[config.mk]
export PLATFORM = sky130hd
export DESIGN_NAME = lcd_parallel_ctrl_flat
export DESIGN_NICKNAME = d
export VERILOG_FILES = /design/src/rtl/lcd_parallel_ctrl_pkg.sv /design/src/rtl/lcd_parallel_ctrl_if.sv /design/src/rtl/lcd_parallel_ctrl_init_rom.sv /design/src/rtl/lcd_parallel_ctrl.sv /design/src/flat_wrapper.sv
export SDC_FILE = /design/constraint.sdc
export NUM_CORES = 1
export LEC_CHECK = 0
export ABC_CLOCK_PERIOD_IN_PS = 3900
export CORE_ASPECT_RATIO = 0.6
export CORE_UTILIZATION = 61
export DETAILED_ROUTE_END_ITERATION = 6
export GPL_TIMING_DRIVEN = 0
export PLACE_DENSITY_LB_ADDON = 0.08
export SLEW_MARGIN = 40
export SYNTH_ARGS = -nofsm -noshare
export SYNTH_HDL_FRONTEND = slang
export SYNTH_SLANG_ARGS = --single-unit
export TNS_END_PERCENT = 50
[constraint.sdc]
create_clock -name clk -period 3.9 [get_ports clk]
set_input_delay 0.585 -clock clk [delete_from_list [all_inputs] [get_ports clk]]
set_output_delay 0.585 -clock clk [all_outputs]
set_load 0.02 [all_outputs]
[src/rtl/lcd_parallel_ctrl_pkg.sv]
// Shared definitions for the 8080-style LCD controller: init-script opcodes,
// controller FSM states and init ROM geometry.
package lcd_ctrl_pkg;

    localparam int ROM_W  = 18;
    localparam int ROM_AW = 4;

    typedef enum logic [1:0] {
        OP_CMD   = 2'd0,
        OP_DATA  = 2'd1,
        OP_DELAY = 2'd2,
        OP_END   = 2'd3
    } init_op_e;

    typedef enum logic [3:0] {
        ST_RST_LOW,
        ST_RST_WAIT,
        ST_INIT_FETCH,
        ST_INIT_EXEC,
        ST_INIT_WR,
        ST_INIT_DLY,
        ST_IDLE,
        ST_XFER,
        ST_RD_CMD,
        ST_RD
    } state_e;

    function automatic logic [ROM_W-1:0] rom_entry(init_op_e op, logic [15:0] payload);
        return {op, payload};
    endfunction

endpackage

[src/rtl/lcd_parallel_ctrl_if.sv]
// Host word stream, LCD pin bundle and status flags of the LCD controller.
// Read-back signals exist only when LCD_CTRL_READ_EN is defined.
interface lcd_parallel_ctrl_if #(
    parameter int DATA_W = 16
);
    logic              in_valid;
    logic              in_ready;
    logic              in_is_data;
    logic [DATA_W-1:0] in_word;
    logic [DATA_W-1:0] lcd_data;
    logic              lcd_rs;
    logic              lcd_wr_n;
    logic              lcd_rd_n;
    logic              lcd_cs_n;
    logic              lcd_rst_n;
    logic              init_done;
    logic              busy;
`ifdef LCD_CTRL_READ_EN
    logic              rd_req;
    logic [DATA_W-1:0] rd_cmd;
    logic              rd_valid;
    logic [DATA_W-1:0] rd_data;
    logic              lcd_data_oe;
    logic [DATA_W-1:0] lcd_data_in;
`endif

    modport master (
`ifdef LCD_CTRL_READ_EN
        output rd_req, rd_cmd, lcd_data_in,
        input  rd_valid, rd_data, lcd_data_oe,
`endif
        output in_valid, in_is_data, in_word,
        input  in_ready, lcd_data, lcd_rs, lcd_wr_n, lcd_rd_n, lcd_cs_n,
        input  lcd_rst_n, init_done, busy
    );

    modport slave (
`ifdef LCD_CTRL_READ_EN
        input  rd_req, rd_cmd, lcd_data_in,
        output rd_valid, rd_data, lcd_data_oe,
`endif
        input  in_valid, in_is_data, in_word,
        output in_ready, lcd_data, lcd_rs, lcd_wr_n, lcd_rd_n, lcd_cs_n,
        output lcd_rst_n, init_done, busy
    );

endinterface

[src/rtl/lcd_parallel_ctrl_init_rom.sv]
// Synchronous init-script ROM for the panel: one {op, payload} entry per
// address, one clock of read latency. Unused addresses hold END.
module lcd_init_rom
    import lcd_ctrl_pkg::*;
(
    input  logic              clk,
    input  logic [ROM_AW-1:0] addr_i,
    output logic [ROM_W-1:0]  entry_o
);

    function automatic logic [ROM_W-1:0] script(logic [ROM_AW-1:0] a);
        case (a)
            4'd0:    return rom_entry(OP_CMD,   16'h0022);
            4'd1:    return rom_entry(OP_DELAY, 16'd5);
            4'd2:    return rom_entry(OP_DATA,  16'h1234);
            default: return rom_entry(OP_END,   16'h0000);
        endcase
    endfunction

    always_ff @(posedge clk) begin
        entry_o <= script(addr_i);
    end

endmodule

[src/rtl/lcd_parallel_ctrl.sv]
// 8080-style parallel LCD controller: panel reset, ROM init script, then host
// FIFO streaming. Define LCD_CTRL_READ_EN to add the single-register read path.
module lcd_parallel_ctrl
    import lcd_ctrl_pkg::*;
#(
    parameter int DATA_W      = 16,
    parameter int FIFO_DEPTH  = 16,
    parameter int WR_LOW      = 2,
    parameter int WR_HIGH     = 2,
    parameter int US_CYCLES   = 50,
    parameter int RST_LOW_US  = 20,
    parameter int RST_WAIT_US = 120
)(
    input  logic clk,
    input  logic rst_n,
    lcd_parallel_ctrl_if.slave bus
);

    localparam int WR_TOTAL = WR_LOW + WR_HIGH;
    localparam int PH_W     = $clog2(WR_TOTAL + 1);
    localparam int PRE_W    = $clog2(US_CYCLES + 1);
    localparam int FIFO_AW  = $clog2(FIFO_DEPTH);

    state_e              state_q, state_d;
    logic [PH_W-1:0]     ph_q, ph_d;
    logic [PRE_W-1:0]    pre_q, pre_d;
    logic [15:0]         us_left_q, us_left_d;
    logic [ROM_AW-1:0]   rom_addr_q, rom_addr_d;
    logic [DATA_W-1:0]   lcd_data_q, lcd_data_d;
    logic                lcd_rs_q, lcd_rs_d;
    logic                wr_n_q, wr_n_d;
    logic                cs_n_q, cs_n_d;
    logic                lcd_rst_n_q, lcd_rst_n_d;
    logic                init_done_q, init_done_d;
`ifdef LCD_CTRL_READ_EN
    logic                rd_n_q, rd_n_d;
    logic                oe_q, oe_d;
    logic                rd_valid_q, rd_valid_d;
    logic [DATA_W-1:0]   rd_data_q, rd_data_d;
`endif

    logic [ROM_W-1:0]    rom_q;
    init_op_e            rom_op;
    logic [15:0]         rom_payload;

    lcd_init_rom u_rom (
        .clk     (clk),
        .addr_i  (rom_addr_q),
        .entry_o (rom_q)
    );

    assign rom_op      = init_op_e'(rom_q[ROM_W-1:ROM_W-2]);
    assign rom_payload = rom_q[15:0];

    // Host FIFO: each entry is {is_data, word}; pointers carry a wrap bit.
    logic [DATA_W:0]     fifo_mem [FIFO_DEPTH];
    logic [FIFO_AW:0]    wr_ptr_q, rd_ptr_q;
    logic                fifo_empty, fifo_full, push, pop;
    logic [DATA_W:0]     fifo_head;

    assign fifo_empty = (wr_ptr_q == rd_ptr_q);
    assign fifo_full  = (wr_ptr_q[FIFO_AW] != rd_ptr_q[FIFO_AW]) &&
                        (wr_ptr_q[FIFO_AW-1:0] == rd_ptr_q[FIFO_AW-1:0]);
    assign push       = bus.in_valid && bus.in_ready;
    assign fifo_head  = fifo_mem[rd_ptr_q[FIFO_AW-1:0]];

    always_ff @(posedge clk) begin
        if (push) begin
            fifo_mem[wr_ptr_q[FIFO_AW-1:0]] <= {bus.in_is_data, bus.in_word};
        end
    end

    logic us_tick, us_done, wr_last;
    logic start_wr, wr_rs;
    logic [DATA_W-1:0] wr_word;

    assign us_tick = (pre_q == PRE_W'(US_CYCLES - 1));
    assign us_done = us_tick && (us_left_q == 16'd1);
    assign wr_last = (ph_q == PH_W'(WR_TOTAL - 1));

    always_comb begin
        state_d     = state_q;
        ph_d        = ph_q;
        pre_d       = pre_q;
        us_left_d   = us_left_q;
        rom_addr_d  = rom_addr_q;
        lcd_data_d  = lcd_data_q;
        lcd_rs_d    = lcd_rs_q;
        wr_n_d      = wr_n_q;
        cs_n_d      = cs_n_q;
        lcd_rst_n_d = lcd_rst_n_q;
        init_done_d = init_done_q;
        pop         = 1'b0;
        start_wr    = 1'b0;
        wr_rs       = 1'b0;
        wr_word     = '0;
`ifdef LCD_CTRL_READ_EN
        rd_n_d      = rd_n_q;
        oe_d        = oe_q;
        rd_valid_d  = 1'b0;
        rd_data_d   = rd_data_q;
`endif

        // Microsecond timebase: prescaler ticks once per us, us_left counts down.
        if (state_q == ST_RST_LOW || state_q == ST_RST_WAIT || state_q == ST_INIT_DLY) begin
            pre_d     = us_tick ? '0 : pre_q + 1'b1;
            us_left_d = us_tick ? us_left_q - 1'b1 : us_left_q;
        end

        // Mid-write phase advance; wr_n rises after WR_LOW clocks.
        if ((state_q == ST_INIT_WR || state_q == ST_XFER || state_q == ST_RD_CMD) && !wr_last) begin
            ph_d   = ph_q + 1'b1;
            wr_n_d = ((int'(ph_q) + 1) < WR_LOW) ? 1'b0 : 1'b1;
        end

        case (state_q)
            ST_RST_LOW: begin
                if (us_done) begin
                    state_d     = ST_RST_WAIT;
                    lcd_rst_n_d = 1'b1;
                    us_left_d   = 16'(RST_WAIT_US);
                    pre_d       = '0;
                end
            end
            ST_RST_WAIT: begin
                if (us_done) begin
                    state_d    = ST_INIT_FETCH;
                    rom_addr_d = '0;
                end
            end
            ST_INIT_FETCH: state_d = ST_INIT_EXEC;
            ST_INIT_EXEC: begin
                case (rom_op)
                    OP_CMD, OP_DATA: begin
                        start_wr = 1'b1;
                        wr_rs    = (rom_op == OP_DATA);
                        wr_word  = rom_payload[DATA_W-1:0];
                        state_d  = ST_INIT_WR;
                    end
                    OP_DELAY: begin
                        if (rom_payload == 16'd0) begin
                            rom_addr_d = rom_addr_q + 1'b1;
                            state_d    = ST_INIT_FETCH;
                        end else begin
                            us_left_d = rom_payload;
                            pre_d     = '0;
                            state_d   = ST_INIT_DLY;
                        end
                    end
                    default: begin
                        init_done_d = 1'b1;
                        state_d     = ST_IDLE;
                    end
                endcase
            end
            ST_INIT_WR: begin
                if (wr_last) begin
                    wr_n_d     = 1'b1;
                    cs_n_d     = 1'b1;
                    rom_addr_d = rom_addr_q + 1'b1;
                    state_d    = ST_INIT_FETCH;
                end
            end
            ST_INIT_DLY: begin
                if (us_done) begin
                    rom_addr_d = rom_addr_q + 1'b1;
                    state_d    = ST_INIT_FETCH;
                end
            end
            ST_IDLE: begin
                if (!fifo_empty) begin
                    pop      = 1'b1;
                    start_wr = 1'b1;
                    wr_rs    = fifo_head[DATA_W];
                    wr_word  = fifo_head[DATA_W-1:0];
                    state_d  = ST_XFER;
                end
`ifdef LCD_CTRL_READ_EN
                else if (bus.rd_req) begin
                    start_wr = 1'b1;
                    wr_word  = bus.rd_cmd;
                    state_d  = ST_RD_CMD;
                end
`endif
            end
            ST_XFER: begin
                if (wr_last) begin
                    if (!fifo_empty) begin
                        pop      = 1'b1;
                        start_wr = 1'b1;
                        wr_rs    = fifo_head[DATA_W];
                        wr_word  = fifo_head[DATA_W-1:0];
                    end else begin
                        wr_n_d  = 1'b1;
                        cs_n_d  = 1'b1;
                        state_d = ST_IDLE;
                    end
                end
            end
`ifdef LCD_CTRL_READ_EN
            ST_RD_CMD: begin
                if (wr_last) begin
                    wr_n_d  = 1'b1;
                    rd_n_d  = 1'b0;
                    oe_d    = 1'b0;
                    ph_d    = '0;
                    state_d = ST_RD;
                end
            end
            ST_RD: begin
                if (ph_q == PH_W'(WR_LOW)) begin
                    rd_n_d     = 1'b1;
                    oe_d       = 1'b1;
                    cs_n_d     = 1'b1;
                    rd_data_d  = bus.lcd_data_in;
                    rd_valid_d = 1'b1;
                    state_d    = ST_IDLE;
                end else begin
                    ph_d = ph_q + 1'b1;
                end
            end
`endif
            default: state_d = ST_RST_LOW;
        endcase

        if (start_wr) begin
            ph_d       = '0;
            wr_n_d     = 1'b0;
            cs_n_d     = 1'b0;
            lcd_rs_d   = wr_rs;
            lcd_data_d = wr_word;
        end
    end

    always_ff @(posedge clk or negedge rst_n) begin
        if (!rst_n) begin
            state_q     <= ST_RST_LOW;
            ph_q        <= '0;
            pre_q       <= '0;
            us_left_q   <= 16'(RST_LOW_US);
            rom_addr_q  <= '0;
            lcd_data_q  <= '0;
            lcd_rs_q    <= 1'b0;
            wr_n_q      <= 1'b1;
            cs_n_q      <= 1'b1;
            lcd_rst_n_q <= 1'b0;
            init_done_q <= 1'b0;
            wr_ptr_q    <= '0;
            rd_ptr_q    <= '0;
`ifdef LCD_CTRL_READ_EN
            rd_n_q      <= 1'b1;
            oe_q        <= 1'b1;
            rd_valid_q  <= 1'b0;
            rd_data_q   <= '0;
`endif
        end else begin
            state_q     <= state_d;
            ph_q        <= ph_d;
            pre_q       <= pre_d;
            us_left_q   <= us_left_d;
            rom_addr_q  <= rom_addr_d;
            lcd_data_q  <= lcd_data_d;
            lcd_rs_q    <= lcd_rs_d;
            wr_n_q      <= wr_n_d;
            cs_n_q      <= cs_n_d;
            lcd_rst_n_q <= lcd_rst_n_d;
            init_done_q <= init_done_d;
            wr_ptr_q    <= wr_ptr_q + (FIFO_AW + 1)'(push);
            rd_ptr_q    <= rd_ptr_q + (FIFO_AW + 1)'(pop);
`ifdef LCD_CTRL_READ_EN
            rd_n_q      <= rd_n_d;
            oe_q        <= oe_d;
            rd_valid_q  <= rd_valid_d;
            rd_data_q   <= rd_data_d;
`endif
        end
    end

    assign bus.in_ready  = init_done_q && !fifo_full;
    assign bus.lcd_data  = lcd_data_q;
    assign bus.lcd_rs    = lcd_rs_q;
    assign bus.lcd_wr_n  = wr_n_q;
    assign bus.lcd_cs_n  = cs_n_q;
    assign bus.lcd_rst_n = lcd_rst_n_q;
    assign bus.init_done = init_done_q;
    assign bus.busy      = !((state_q == ST_IDLE) && fifo_empty);
`ifdef LCD_CTRL_READ_EN
    assign bus.lcd_rd_n    = rd_n_q;
    assign bus.lcd_data_oe = oe_q;
    assign bus.rd_valid    = rd_valid_q;
    assign bus.rd_data     = rd_data_q;
`else
    assign bus.lcd_rd_n  = 1'b1;
`endif

endmodule

[src/flat_wrapper.sv]
// flat-port wrapper written by rule: the top's interface ports become plain ports
module lcd_parallel_ctrl_flat import lcd_ctrl_pkg::*;
#(
    parameter int DATA_W      = 16,
    parameter int FIFO_DEPTH  = 16,
    parameter int WR_LOW      = 2,
    parameter int WR_HIGH     = 2,
    parameter int US_CYCLES   = 50,
    parameter int RST_LOW_US  = 20,
    parameter int RST_WAIT_US = 120
)
  (clk, rst_n, bus_in_valid, bus_in_is_data, bus_in_word, bus_in_ready, bus_lcd_data, bus_lcd_rs, bus_lcd_wr_n, bus_lcd_rd_n, bus_lcd_cs_n, bus_lcd_rst_n, bus_init_done, bus_busy);
  lcd_parallel_ctrl_if #(.DATA_W(DATA_W)) bus_i ();
  input  logic clk;
  input  logic rst_n;
  input wire logic [$bits(bus_i.in_valid)-1:0] bus_in_valid;
  input wire logic [$bits(bus_i.in_is_data)-1:0] bus_in_is_data;
  input wire logic [$bits(bus_i.in_word)-1:0] bus_in_word;
  output wire logic [$bits(bus_i.in_ready)-1:0] bus_in_ready;
  output wire logic [$bits(bus_i.lcd_data)-1:0] bus_lcd_data;
  output wire logic [$bits(bus_i.lcd_rs)-1:0] bus_lcd_rs;
  output wire logic [$bits(bus_i.lcd_wr_n)-1:0] bus_lcd_wr_n;
  output wire logic [$bits(bus_i.lcd_rd_n)-1:0] bus_lcd_rd_n;
  output wire logic [$bits(bus_i.lcd_cs_n)-1:0] bus_lcd_cs_n;
  output wire logic [$bits(bus_i.lcd_rst_n)-1:0] bus_lcd_rst_n;
  output wire logic [$bits(bus_i.init_done)-1:0] bus_init_done;
  output wire logic [$bits(bus_i.busy)-1:0] bus_busy;
  assign bus_i.in_valid = bus_in_valid;
  assign bus_i.in_is_data = bus_in_is_data;
  assign bus_i.in_word = bus_in_word;
  assign bus_in_ready = bus_i.in_ready;
  assign bus_lcd_data = bus_i.lcd_data;
  assign bus_lcd_rs = bus_i.lcd_rs;
  assign bus_lcd_wr_n = bus_i.lcd_wr_n;
  assign bus_lcd_rd_n = bus_i.lcd_rd_n;
  assign bus_lcd_cs_n = bus_i.lcd_cs_n;
  assign bus_lcd_rst_n = bus_i.lcd_rst_n;
  assign bus_init_done = bus_i.init_done;
  assign bus_busy = bus_i.busy;
  lcd_parallel_ctrl #(.DATA_W(DATA_W), .FIFO_DEPTH(FIFO_DEPTH), .WR_LOW(WR_LOW), .WR_HIGH(WR_HIGH), .US_CYCLES(US_CYCLES), .RST_LOW_US(RST_LOW_US), .RST_WAIT_US(RST_WAIT_US)) u_core (.clk(clk), .rst_n(rst_n), .bus(bus_i));
endmodule
# == Word-level counts from Yosys, hierarchy flattened ==
# Memory sizes are Yosys's and may differ from the RTL's.
# Index checks and enable logic that the tools add are counted.
# op_classes
n_reduce_logical,28
n_lt_le_gt_ge,1
eq_ne,31
bitwise,1
addsub,7
muxes,57
# op_table
cell,count
16-bit 2-to-1 mux,8
18-bit case mux with 3 select lines,1
16-bit case mux with 3 select lines,1
4-bit 2-to-1 mux,11
32-bit by 3-bit less-than comparator with 1-bit output (second input constant),1
16-bit case mux with 2 select lines,1
6-bit 2-to-1 mux,5
4-bit case mux with 7 select lines,1
1-bit 2-to-1 mux,18
2-bit by 1-bit != test with 1-bit output (second input constant),9
16-bit by 1-bit equality test with 1-bit output (second input constant),1
4-bit by 3-bit equality test with 1-bit output (second input constant),4
16-bit zero test,1
4-bit case mux with 4 select lines,1
16-bit by 1-bit subtractor with 16-bit output (second input constant),1
4-bit by 2-bit equality test with 1-bit output (second input constant),3
6-bit case mux with 2 select lines,1
6-bit AND reduction,2
5-bit by 1-bit adder with 5-bit output,2
3-bit 2-to-1 mux,3
3-bit by 1-bit != test with 1-bit output (second input constant),3
4-bit by 1-bit equality test with 1-bit output (second input constant),2
4-bit zero test,2
4-bit case mux with 2 select lines,1
27 further kinds,42
# totals
reg_bits,82
input_bits,20
mem_count,1
ram_bits,272
output_inout_bits,24
word_cells,140
# mem_list
name,words,word_bits,rd,rd_clocked_by_memory_dff,write_ports,line,text
u_core.fifo_mem,16,17,1,0,1,lcd_parallel_ctrl.sv:56,logic [DATA_W:0] fifo_mem [FIFO_DEPTH];

# == Logic depth before layout (Yosys ltp) ==
# Gate-level depths: netlist of run 1.
# logic_depth
ltp_word,9
depth_mapped,10
mapped_depth_nobuf,8

# == Cells and area by module ==
# Synthesis of run 1 repeated with hierarchy kept, for this count alone.
# hier_totals
hier_cells,810
area_unflattened_um2,14099.8
# by_module_without_submodules
mod,area_each_um2,seq_area_each_um2,instances,cells_each
lcd_parallel_ctrl,13810.7,9749.4,1,782
lcd_init_rom,289.0,140.1,1,28

# == Worst setup path before layout of run 1 ==
# Ideal clock, no wire load.
# synth_path
path_kind,register to register
from,register u_core.rd_ptr_q[1]
to,memory u_core.fifo_mem[0][0] in the netlist's numbering (enable)
t_required_ns,3.487
synth_period_minus_slack_ns,3.283
path_slack_ns,0.617
setup_ns,0.413
stages_incl_launch_ff,9
arrival_ns,2.871
n_path_buf,2
path_cell_list,dfrtp_1 -> buf_2 -> xor2_1 -> nor4_4 -> nand2b_1 -> and3_1 -> buf_2 -> or3b_2 -> nor3_1
# synth_via
elab_chain_cells,7
# synth_lines
element,line,text
from (decl),lcd_parallel_ctrl.sv:57,"logic [FIFO_AW:0] wr_ptr_q, rd_ptr_q;"
from (signal assigned),lcd_parallel_ctrl.sv:269,rd_ptr_q <= rd_ptr_q + (FIFO_AW + 1)'(pop);
4-bit equality test,lcd_parallel_ctrl.sv:63,(wr_ptr_q[FIFO_AW-1:0] == rd_ptr_q[FIFO_AW-1:0]);
1-bit logical AND,lcd_parallel_ctrl.sv:62,assign fifo_full = (wr_ptr_q[FIFO_AW] != rd_ptr_q[FIFO_AW]) &&
1-bit zero test,lcd_parallel_ctrl.sv:279,assign bus.in_ready = init_done_q && !fifo_full;
1-bit logical AND,lcd_parallel_ctrl.sv:279,
1-bit logical AND,lcd_parallel_ctrl.sv:64,assign push = bus.in_valid && bus.in_ready;
1-bit 2-to-1 mux,lcd_parallel_ctrl.sv:68,if (push) begin
1-bit 2-to-1 mux (not written as such),lcd_parallel_ctrl.sv:69,"fifo_mem[wr_ptr_q[FIFO_AW-1:0]] <= {bus.in_is_data, bus.in_word};"
to (decl),lcd_parallel_ctrl.sv:56,
# Every way passes these cells.

# == Worst setup path in the final report of run 1 ==
# layout_path
from,register u_core.rd_ptr_q[1]
to,output port bus_busy
# layout_via
elab_chain_cells,3
# layout_lines
element,line,text
5-bit equality test,lcd_parallel_ctrl.sv:61,assign fifo_empty = (wr_ptr_q == rd_ptr_q);
1-bit logical AND,lcd_parallel_ctrl.sv:286,assign bus.busy = !((state_q == ST_IDLE) && fifo_empty);
1-bit zero test,lcd_parallel_ctrl.sv:286,
to (decl),flat_wrapper.sv:27,output wire logic [$bits(bus_i.busy)-1:0] bus_busy;
# Every way passes these cells.

==> metrics.md, run 1 <==
| Metric | Value |
|---|---|
| Vias | 7,545 |
| Clock sink total | 342 |
| First-pass GRT wire length | 46.4 mm |
| CTS Buf Count | 31 |
| Max IR drop VDD | 0.448 mV |
| Post-Route WL | 30.5 mm |
| DR WL/cell | 25.3 um |
| Placer Congestion | 0.842 |
| Final Total Pwr | 6970 uW |
| Fmax | 280 MHz |
| Commonest cells after routing, fill and taps aside | edfxtp_1 (272), mux4_2 (85), dfrtp_1 (59) |
| Synth area leader | edfxtp_1 |
| Sequential share of the synthesized area | 71.3% |
| Status | finished clean |
| Synthesized cell area | 13,900 um^2 |
| Req. time, crit path | 3.31 ns |
| Max Slew Vio Count | 0 |
| Final WS setup | 0.323 ns |
| P_leak | 0.00559 uW |
| Fill count | 1,328 |
| Core area | 22,200 um^2 |
| Worst endpoint data arrival time | 2.99 ns |
| Synth area leaders | edfxtp_1 (59%), mux4_2 (14%), dfrtp_1 (11%) |
| H-tree levels | 1 |
| CP max FO | 7 |
| Final #Nets | 912 |
| Power Density | 431 nW/um^2 |
| Synth Register Bits | 342 |
| Clk Latency, worst-skew pair | 0.57 ns |
| Slowest CP cell | clkdlybuf4s50_1 |
| Number of top-level pins | 44 |
| EDFF count, synth | 272 |
| Post-Synthesis Mean Instance Area | 17.9 um^2 |
| YS warnings | 0 |
| Largest net degree at the start of global routing | 40 |
| Worst Path Class, Setup | flop to output port |
| Most common cell after layout, fill and taps aside | edfxtp_1 |
| Final setup viols | 0 |
| Vias per Instance | 6.25 |
| Fraction of registers with async set/reset | 18.4% |
| Starting DRT DRC Count | 768 |
| Layout cell share with drive strength beyond 1 | 24.1% |
| Die Area | 23,400 um^2 |
| Initial core utilization | 62.5% |
| Final min period | 3.58 ns |
| Die height | 119 um |
| Final ANT Viol Nets | 0 |
| Slew @ Worst Pin | 0.836 ns |
| Hold/Removal Path Class | primary input to async pin |
| Horiz. Die Dim | 197 um |
| Vias in the first global route | 7,642 |
| Unrepaired setup endpoints after global routing | false |
| Root buf cell | clkbuf_16 |
| Final worst-path cycle share | 91.7% |
| Place WS | 0.730 ns |
| ANT cells | 0 |
| Detailed Routing Iterations Pass 1 | 5 |
| Post-synth net total | 807 |
| Port buffer count | 42 |
| Slew headroom | 44.3% |
| Post-Synthesis Cells | 773 |
| Synth unique cells | 59 |
| Gr ovfl total | 0 |
| HPWL Detailed | 20.6 mm |
| Ys flop type | edfxtp_1 |
| Top cell type's share of synthesized area | 58.9% |
| Worst-case clock buffer depth | 3 |
| Fin Clk Skew | 0.0102 ns |
| DRC errors left | 0 |
| CTS tree | done |
| Row count | 42 |
| Maxcap violations | 0 |
| CP endpoint kind | output port |
| Global-route usage over all layers | 27.6% |
| Area grow syn2layout | 16.7% |
| PostCTS Resize Cnt | 0 |
| Slowest Stage Delay on Critical Path | 0.56 ns |
| Startpoint Class | flop |
| Cells along the critical path | buf_2, xor2_1, nor4_4, nand2_1, or4_1, clkdlybuf4s50_1 |
| Final Hold Fails | 0 |
| Worst-path clk slew | 0.07 ns |
| Initial antenna violation count | 1 |
-- sequential cells by signal, summed over array words and instances, names as in the netlist, 3 cells and up --
register	flops
u_core.state_q	3
u_core.bus.lcd_data	16
u_core.ph_q	3
u_core.rom_addr_q	4
u_core.fifo_mem	272
u_core.us_left_q	16
u_core.rd_ptr_q	5
u_core.wr_ptr_q	5
u_core.pre_q	6
u_core.u_rom.entry_o	7
-- cell usage after synthesis, types with 3 or more instances --
cell / count
edfxtp_1: 272
mux4_2: 85
dfrtp_1: 59
nand2_1: 58
nor2_1: 51
o21ai_0: 22
nor3_1: 17
xor2_1: 16
clkbuf_1: 14
ha_1: 14
inv_1: 13
a21oi_1: 12
xnor2_1: 12
a22oi_1: 10
buf_2: 10
nand2b_1: 10
nand3_1: 10
dfxtp_1: 7
or3_1: 5
buf_4: 4
dfstp_2: 4
nand4_1: 4
o211ai_1: 4
o21ai_1: 4
or4_1: 4
a31oi_1: 3
and2_1: 3
buf_1: 3
buf_6: 3
nor2b_1: 3
nor3_2: 3
nor4_4: 3
-- area by class of cell --
class | instances | area (um^2) | share of cell area, %
plain buffers | 34 | 181 | 1.12
repair buffers | 72 | 840 | 5.19
clock inverters | 16 | 170 | 1.05
inverters | 13 | 48.8 | 0.302
flip-flops and latches | 342 | 9890 | 61.1
well taps | 308 | 385 | 2.38
multi-input cells | 384 | 3860 | 23.9
clock buffers | 38 | 802 | 4.96
-- final timing paths --
check / start / end / slack [ns] / depth (start not counted)
setup reg to reg: u_core.rd_ptr_q[4]$_DFF_PN0_ / u_core.fifo_mem[0][4]$_DFFE_PP_ / 0.64 / 8
hold reg to reg: u_core.bus.lcd_rst_n$_DFFE_PN0P_ / u_core.bus.lcd_rst_n$_DFFE_PN0P_ / 0.47 / 1
max in group asynchronous: rst_n / u_core.us_left_q[2]$_DFF_PN1_ / 2.85 / 3
hold / removal: rst_n / u_core.us_left_q[9]$_DFF_PN0_ / 0.46 / 2
min in group clk: u_core.bus.lcd_rst_n$_DFFE_PN0P_ / u_core.bus.lcd_rst_n$_DFFE_PN0P_ / 0.47 / 1
setup / recovery: u_core.rd_ptr_q[1]$_DFF_PN0_ / bus_busy / 0.32 / 6
-- critical path: cells and delay by family, from the launching register on --
kind                   cells  cell delay [ns]
buffers and inverters      2             0.72
AND/OR/NAND/NOR            3             1.12
XOR/XNOR                   1             0.19
flip-flops                 1             0.38
-- layer usage --
metal	GRT usage [%]	part of all wire (%)	wire length, um
met1	41.4	44	13300
met2	41.9	46	14200
met3	6.28	7.9	2420
met4	6.59	2.0	602
met5	0	0.043	13
-- cell families after synthesis --
family | count (synthesis) | share of synthesized area [%]
multiplexers | 86 | 13.9
XOR/XNOR | 28 | 1.77
buffers and inverters | 47 | 1.63
adder cells (fa/ha/maj) | 14 | 1.26
flip-flops | 342 | 71.3
other | 1 | 0.0270
AND/OR/NAND/NOR | 187 | 7.02
AO/OA/AOI/OAI | 68 | 3.08
-- repair_timing --
action	in CTS	in global routing
setup buffers	0	0
hold buffers	1	0
endpoints found under the hold margin	23	0
setup endpoints to repair	0	0
-- stage by stage --
step                hold slack [ns]  TNS, ns  area [um^2]  std cells  utilization (%)
floorplan                     0.289        0        13900        773                -
global placement              0.452   -57.60        14700       1123             66.2
detailed placement            0.457        0        15200       1152             68.5
CTS                           0.463        0        16200       1207             73.0
global route                  0.479        0        16200       1207             73.0
finish                        0.459        0        16200       1207             73.0
-- report_power, final --
group | total (uW) | internal (uW) | leakage [uW] | switching [uW]
clock network | 2960 | 1660 | 0.000466 | 1300
registers | 3940 | 3940 | 0.00336 | 0
logic | 70.6 | 19.9 | 0.00177 | 50.8
total | 6970 | 5620 | 0.00559 | 1350
(Power assumes the default switching activity.)
==> inputs of run 2 (changes only) <==
REMOVE_ABC_BUFFERS = 1   (was unset)
==> run 2 against run 1 <==
Effect of this change: sequential share of layout area rose by 0.42 points; design area is 0.58% lower; worst setup slack got worse by 0.20 ns; fmax down 5.4%; via count grew 0.19%; first-iteration DRC count is 22% higher; flip-flop and latch count unchanged; non-clock buffer count fell by 26; utilization is 0.42 points lower; clock-buffer cell count decreased by 1.
==> metrics.md, run 2 (same netlist as run 1, synthesis figures left out) <==
| Metric | Value |
|---|---|
| NetSw | 1290 uW (was 1350 uW) |
| Vias in the first global route | 7,548 (was 7,642) |
| Row count | 42 (unchanged) |
| Crit-path leading delay family | simple AND/OR/NAND/NOR gates (unchanged) |
| Max Slew Vio Count | 0 (unchanged) |
| Placer Congestion | 0.992 (was 0.842) |
| Sw Ratio | 18.7% (was 19.4%) |
| Final #Nets | 884 (was 912) |
| H-tree levels | 1 (unchanged) |
| CP max FO | 23 (was 7) |
| Post-Route WL | 30.1 mm (was 30.5 mm) |
| Post-Route Setup TNS | 0 ns (unchanged) |
| Slew @ Worst Pin | 0.812 ns (was 0.836 ns) |
| Non-filler cells, final | 1,181 (was 1,207) |
| Core area | 22,200 um^2 (unchanged) |
| Slew headroom | 45.3% (was 44.3%) |
| CTS tree | done (unchanged) |
| Layout cell share with drive strength beyond 1 | 24.3% (was 24.1%) |
| Slowest Stage Delay on Critical Path | 0.55 ns (was 0.56 ns) |
| Post-route design area | 16,100 um^2 (was 16,200 um^2) |
| Clock sink total | 342 (unchanged) |
| PostCTS Resize Cnt | 0 (unchanged) |
| Final min period | 3.78 ns (was 3.58 ns) |
| Final ANT Viol Nets | 0 (unchanged) |
| Post-Place Cells | 1,122 (was 1,152) |
| Area grow syn2layout | 16.0% (was 16.7%) |
| Die Area | 23,400 um^2 (unchanged) |
| Gr ovfl total | 0 (unchanged) |
| DR WL/cell | 25.5 um (was 25.3 um) |
| Final setup viols | 0 (unchanged) |
| Largest net degree at the start of global routing | 39 (was 40) |
| Commonest cells after routing, fill and taps aside | edfxtp_1 (272), mux4_2 (85), nand2_1 (58) (was edfxtp_1 (272), mux4_2 (85), dfrtp_1 (59)) |
| First-pass GRT wire length | 46.5 mm (was 46.4 mm) |
| Clock Power Share | 42.3% (was 42.5%) |
| P_leak | 0.00550 uW (was 0.00559 uW) |
| Fmax | 264 MHz (was 280 MHz) |
| Initial core utilization | 62.5% (unchanged) |
| ANT cells | 0 (unchanged) |
| Fin Clk Skew | 0.0180 ns (was 0.0102 ns) |
| Maxcap violations | 0 (unchanged) |
| Placed cell areas | 15,100 um^2 (was 15,200 um^2) |
| Startpoint Class | flop (unchanged) |
| Worst Path Class, Setup | flop to output port (unchanged) |
| Final worst-path cycle share | 96.9% (was 91.7%) |
| Root buf cell | clkbuf_16 (unchanged) |
| P_int | 5650 uW (was 5620 uW) |
| Place WS | 0.365 ns (was 0.730 ns) |
| Initial antenna violation count | 0 (was 1) |
| WHS | 0.464 ns (was 0.459 ns) |
| Hold/Removal Path Class | flop to flop (was primary input to async pin) |
| Horiz. Die Dim | 197 um (unchanged) |
| Port buffer count | 42 (unchanged) |
| Worst-path clk slew | 0.06 ns (was 0.07 ns) |
| Die height | 119 um (unchanged) |
| Gate power share | 1.0% (about the same) |
| HPWL Detailed | 19.8 mm (was 20.6 mm) |
| Final WS setup | 0.119 ns (was 0.323 ns) |
| Global-route usage over all layers | 27.3% (was 27.6%) |
| Most common cell after layout, fill and taps aside | edfxtp_1 (unchanged) |
| Cells along the critical path | buf_12, buf_12, xor2_1, nor4_4, nand2_1, or4_1, clkdlybuf4s50_1 (was buf_2, xor2_1, nor4_4, nand2_1, or4_1, clkdlybuf4s50_1) |
| Power Density | 431 nW/um^2 (about the same) |
| Vias | 7,559 (was 7,545) |
| Worst endpoint data arrival time | 3.20 ns (was 2.99 ns) |
| Slowest CP cell | clkdlybuf4s50_1 (unchanged) |
| Clk Latency, worst-skew pair | 0.55 ns (was 0.57 ns) |
| Vias per Instance | 6.40 (was 6.25) |
| Req. time, crit path | 3.31 ns (about the same) |
| Worst Path Buf+Inv | 3 (was 2) |
| Starting DRT DRC Count | 936 (was 768) |
| Max IR drop VDD | 0.348 mV (was 0.448 mV) |
| CP endpoint kind | output port (unchanged) |
| CTS Buf Count | 29 (was 31) |
| Number of top-level pins | 44 (unchanged) |
| Seq pwr share | 56.7% (was 56.5%) |
| Status | finished clean (unchanged) |
| Worst-case clock buffer depth | 3 (unchanged) |
| Crit-path most repeated cell | buf_12 |
| Detailed Routing Iterations Pass 1 | 6 (was 5) |
| Final Hold Fails | 0 (unchanged) |
| DRC errors left | 0 (unchanged) |
| Max FFs per register | 272 (unchanged) |
run 2: cell count changes in the layout (fill, tap and decap cells not counted), moves of 3 or more:
cell,change
clkbuf_1,-15
buf_2,-13
buf_8,+8
buf_16,-6
buf_12,+5
dfrtp_1,-4
buf_6,-3
clkbuf_8,+3
clkinv_2,+3
run 2: metrics by stage:
step / power, uW / utilization (%)
global route: 7140 / 72.5
detailed placement: 4090 / 68.0
global placement: 4080 / 65.4
floorplan: 4020 / -
finish: 6940 / 72.5
CTS: 6980 / 72.4
run 2: routing by layer:
layer / part of all wire (%) / track usage, %
met5: 0 / 0
met4: 1.9 / 5.47
met3: 9.1 / 4.48
met2: 47 / 41.8
met1: 42 / 42.4
run 2: final timing paths:
| kind | start | to | slack, ns | depth (start not counted) |
|---|---|---|---|---|
| min in group asynchronous | rst_n | u_core.pre_q[0]$_DFF_PN0_ | 0.52 | 2 |
| worst max register to register | u_core.rd_ptr_q[2]$_DFF_PN0_ | u_core.fifo_mem[0][6]$_DFFE_PP_ | 0.35 | 9 |
| worst max-delay path | u_core.rd_ptr_q[0]$_DFF_PN0_ | bus_busy | 0.12 | 7 |
| worst min-delay path | u_core.bus.lcd_rst_n$_DFFE_PN0P_ | u_core.bus.lcd_rst_n$_DFFE_PN0P_ | 0.46 | 1 |
| worst min register to register | u_core.bus.lcd_rst_n$_DFFE_PN0P_ | u_core.bus.lcd_rst_n$_DFFE_PN0P_ | 0.46 | 1 |
| max in group asynchronous | rst_n | u_core.bus.lcd_cs_n$_DFFE_PN1P_ | 2.75 | 3 |
run 2: layout make-up:
class                      instances  area, um^2
multi-input combinational        384        3870
inverter                          13        48.8
tap                              308         385
fill                            1341        6090
timing repair buffer              80         905
sequential                       342        9900
clock buffer                      37         786
clock inverter                    17         188
run 2: power groups by stage:
stage / logic, uW / registers, uW / clock network [uW]
floorplan: 0.836 / 4020 / 0
global placement: 60.8 / 4020 / 0
detailed placement: 69.7 / 4020 / 0
CTS: 70.5 / 3940 / 2970
global route: 78.3 / 3940 / 3120
finish: 69.6 / 3940 / 2930
run 2: repair_timing:
item | in CTS | in global routing
hold endpoints to repair | 25 | 0
pin swaps | 1 | 1
hold buffers | 1 | 0
endpoints found under the setup margin | 1 | 1
buffers inserted | 0 | 4
==> inputs of run 3 (changes only) <==
ABC_CLOCK_PERIOD_IN_PS = 3800   (was 3900)
PLACE_DENSITY = 0.9   (was unset)
PLACE_DENSITY_LB_ADDON = unset   (was 0.08)
clock period = 3.8 ns   (was 3.9 ns; I/O delays follow)
==> run 3 against run 2 <==
Effect of this change: cell count is essentially flat; non-clock buffer count shrank 2; first-iteration DRC count rose by 12%; design area rose by 0.23%; power increased by 1.7%; register-to-register slack got worse by 0.09 ns; utilization grew 0.17 points; clock-buffer cell count shrank 4.
==> metrics.md, run 3 (same netlist as run 1, synthesis figures left out) <==
| Metric | Value |
|---|---|
| Number of top-level pins | 44 (unchanged) |
| Worst Path Class, Setup | flop to output port (unchanged) |
| Cells along the critical path | xor2_1, nor4_4, nand2_1, or4_1, clkdlybuf4s50_1 (was buf_12, buf_12, xor2_1, nor4_4, nand2_1, or4_1, clkdlybuf4s50_1) |
| Post-Route WL | 33.0 mm (was 30.1 mm) |
| Non-filler cells, final | 1,180 (was 1,181) |
| Starting DRT DRC Count | 1,048 (was 936) |
| Vias in the first global route | 7,973 (was 7,548) |
| Worst endpoint data arrival time | 3.10 ns (was 3.20 ns) |
| Capture point of the worst reg-to-reg path | u_core.fifo_mem[0][7]$_DFFE_PP_ (was u_core.fifo_mem[0][6]$_DFFE_PP_) |
| RR Startpoint | u_core.rd_ptr_q[1]$_DFF_PN0_ (was u_core.rd_ptr_q[2]$_DFF_PN0_) |
| Final Total Pwr | 7060 uW (was 6940 uW) |
| Detailed Routing Iterations Pass 1 | 5 (was 6) |
| P_leak | 0.00548 uW (was 0.00550 uW) |
| DRC errors left | 0 (unchanged) |
| H-tree levels | 1 (unchanged) |
| Maxcap violations | 0 (unchanged) |
| Commonest cells after routing, fill and taps aside | edfxtp_1 (272), mux4_2 (85), nand2_1 (58) (unchanged) |
| Core area | 22,200 um^2 (unchanged) |
| Unrepaired setup endpoints after global routing | false |
| Final #Nets | 882 (was 884) |
| Global-route usage over all layers | 29.6% (was 27.3%) |
| Layout cell share with drive strength beyond 1 | 23.8% (was 24.3%) |
| WHS | 0.417 ns (was 0.464 ns) |
| HPWL Detailed | 20.0 mm (was 19.8 mm) |
| Slew @ Worst Pin | 0.771 ns (was 0.812 ns) |
| Vias per Instance | 6.65 (was 6.40) |
| Most common cell after layout, fill and taps aside | edfxtp_1 (unchanged) |
| Final min period | 3.67 ns |
| Gr ovfl total | 0 (unchanged) |
| First-pass GRT wire length | 49.7 mm (was 46.5 mm) |
| Initial core utilization | 62.5% (unchanged) |
| Fill count | 1,205 (was 1,341) |
| Horiz. Die Dim | 197 um (unchanged) |
| Max FFs per register | 272 (unchanged) |
| Fin Clk Skew | 0.0132 ns (was 0.0180 ns) |
| Power Density | 438 nW/um^2 (was 431 nW/um^2) |
| Area grow syn2layout | 16.3% (was 16.0%) |
| Largest net degree at the start of global routing | 48 (was 39) |
| Max Slew Vio Count | 0 (unchanged) |
| Status | finished clean (unchanged) |
| Final ANT Viol Nets | 0 (unchanged) |
| CP endpoint kind | output port (unchanged) |
| Final worst-path cycle share | 96.5% |
| Fmax | 273 MHz |
| Post-Place Cells | 1,120 (was 1,122) |
| Final Hold Fails | 0 (unchanged) |
| CP Launch Point | u_core.rd_ptr_q[3]$_DFF_PN0_ (was u_core.rd_ptr_q[0]$_DFF_PN0_) |
| End of the critical path | bus_busy (unchanged) |
| CP max FO | 20 (was 23) |
| Clock sink total | 342 (unchanged) |
| Worst-path clk slew | 0.07 ns (was 0.06 ns) |
| Die height | 119 um (unchanged) |
| R2R cell count | 9 (unchanged) |
| Hold/Removal Path Class | primary input to async pin (was flop to flop) |
| Slowest CP cell | dfrtp_2 (was clkdlybuf4s50_1) |
| CTS tree | done (unchanged) |
| Critical path depth | 5 (was 7) |
| Crit-path leading delay family | simple AND/OR/NAND/NOR gates (unchanged) |
| Worst-case clock buffer depth | 3 (unchanged) |
| R2R Setup Slk | 0.26 ns (was 0.35 ns) |
| Final setup viols | 0 (unchanged) |
| DR WL/cell | 28.0 um (was 25.5 um) |
| Startpoint Class | flop (unchanged) |
| Placer Congestion | 0.924 (was 0.992) |
| Vias | 7,847 (was 7,559) |
| Slew headroom | 48.2% (was 45.3%) |
| Slowest Stage Delay on Critical Path | 0.82 ns (was 0.55 ns) |
| Port buffer count | 42 (unchanged) |
| Initial antenna violation count | 0 (unchanged) |
| Root buf cell | clkbuf_16 (unchanged) |
| Row count | 42 (unchanged) |
| Worst Path Buf+Inv | 1 (was 3) |
| Req. time, crit path | 3.23 ns (was 3.31 ns) |
| Die Area | 23,400 um^2 (unchanged) |
| Max IR drop VDD | 0.498 mV (was 0.348 mV) |
| Clk Latency, worst-skew pair | 0.56 ns (was 0.55 ns) |
| CTS Buf Count | 29 (unchanged) |
run 3: how the worst min path moves through the flow:
stage	to	slack, ns	cells after the start
after detailed placement	u_core.pre_q[3]$_DFF_PN0_	0.43	1
after CTS	u_core.pre_q[3]$_DFF_PN0_	0.41	2
after global routing	u_core.pre_q[3]$_DFF_PN0_	0.43	2
after global placement	u_core.us_left_q[2]$_DFF_PN1_	0.45	2
final	u_core.pre_q[3]$_DFF_PN0_	0.42	2
after floorplan	u_core.bus.init_done$_DFFE_PN0P_	0.27	0
run 3: cell type report:
class | instances | area, um^2 | area share (%)
well taps | 308 | 385 | 2.39
repair buffers | 78 | 981 | 6.08
diodes | 1 | 2.50 | 0.0155
flip-flops and latches | 342 | 9900 | 61.4
multi-input cells | 384 | 3870 | 24.0
clock buffers | 33 | 741 | 4.59
clock inverters | 21 | 191 | 1.19
inverters | 13 | 48.8 | 0.303
run 3: per-stage QoR:
stage                     setup slack (ns)  instance area, um^2  TNS [ns]  utilization [%]
after floorplan                      -1.71                13700   -323.28                -
after global placement               -4.09                14500   -944.62             65.4
after detailed placement             0.160                15100         0             68.3
after CTS                           0.0568                16100         0             72.6
after global routing                0.0829                16100         0             72.7
final                                0.135                16100         0             72.7
run 3: routing by layer:
metal,routed length [um],share of wire [%],track usage [%]
met5,0,0,0
met4,1290,3.9,10.7
met3,3540,11,7.62
met2,15900,48,46.9
met1,12300,37,40.4
run 3: worst register-to-register path, delay by kind of cell (launching register included):
kind,cells,cell delay [ns]
AND/OR/NAND/NOR,5,1.66
buffers and inverters,3,0.80
flip-flops,1,0.45
XOR/XNOR,1,0.32
run 3: power by group:
part           internal (uW)  switching, uW
combinational           20.9           54.2
clock                   1610           1330
sequential              4040              0
total                   5670           1390
run 3: repair_timing:
| item | 4_1_cts | 5_1_grt |
|---|---|---|
| buffers inserted | 2 | 2 |
| hold buffers | 1 | 0 |
| resized for setup | 0 | 0 |
| pin swaps | 1 | 0 |
| setup endpoints to repair | 1 | 6 |
| endpoints found under the hold margin | 16 | 0 |
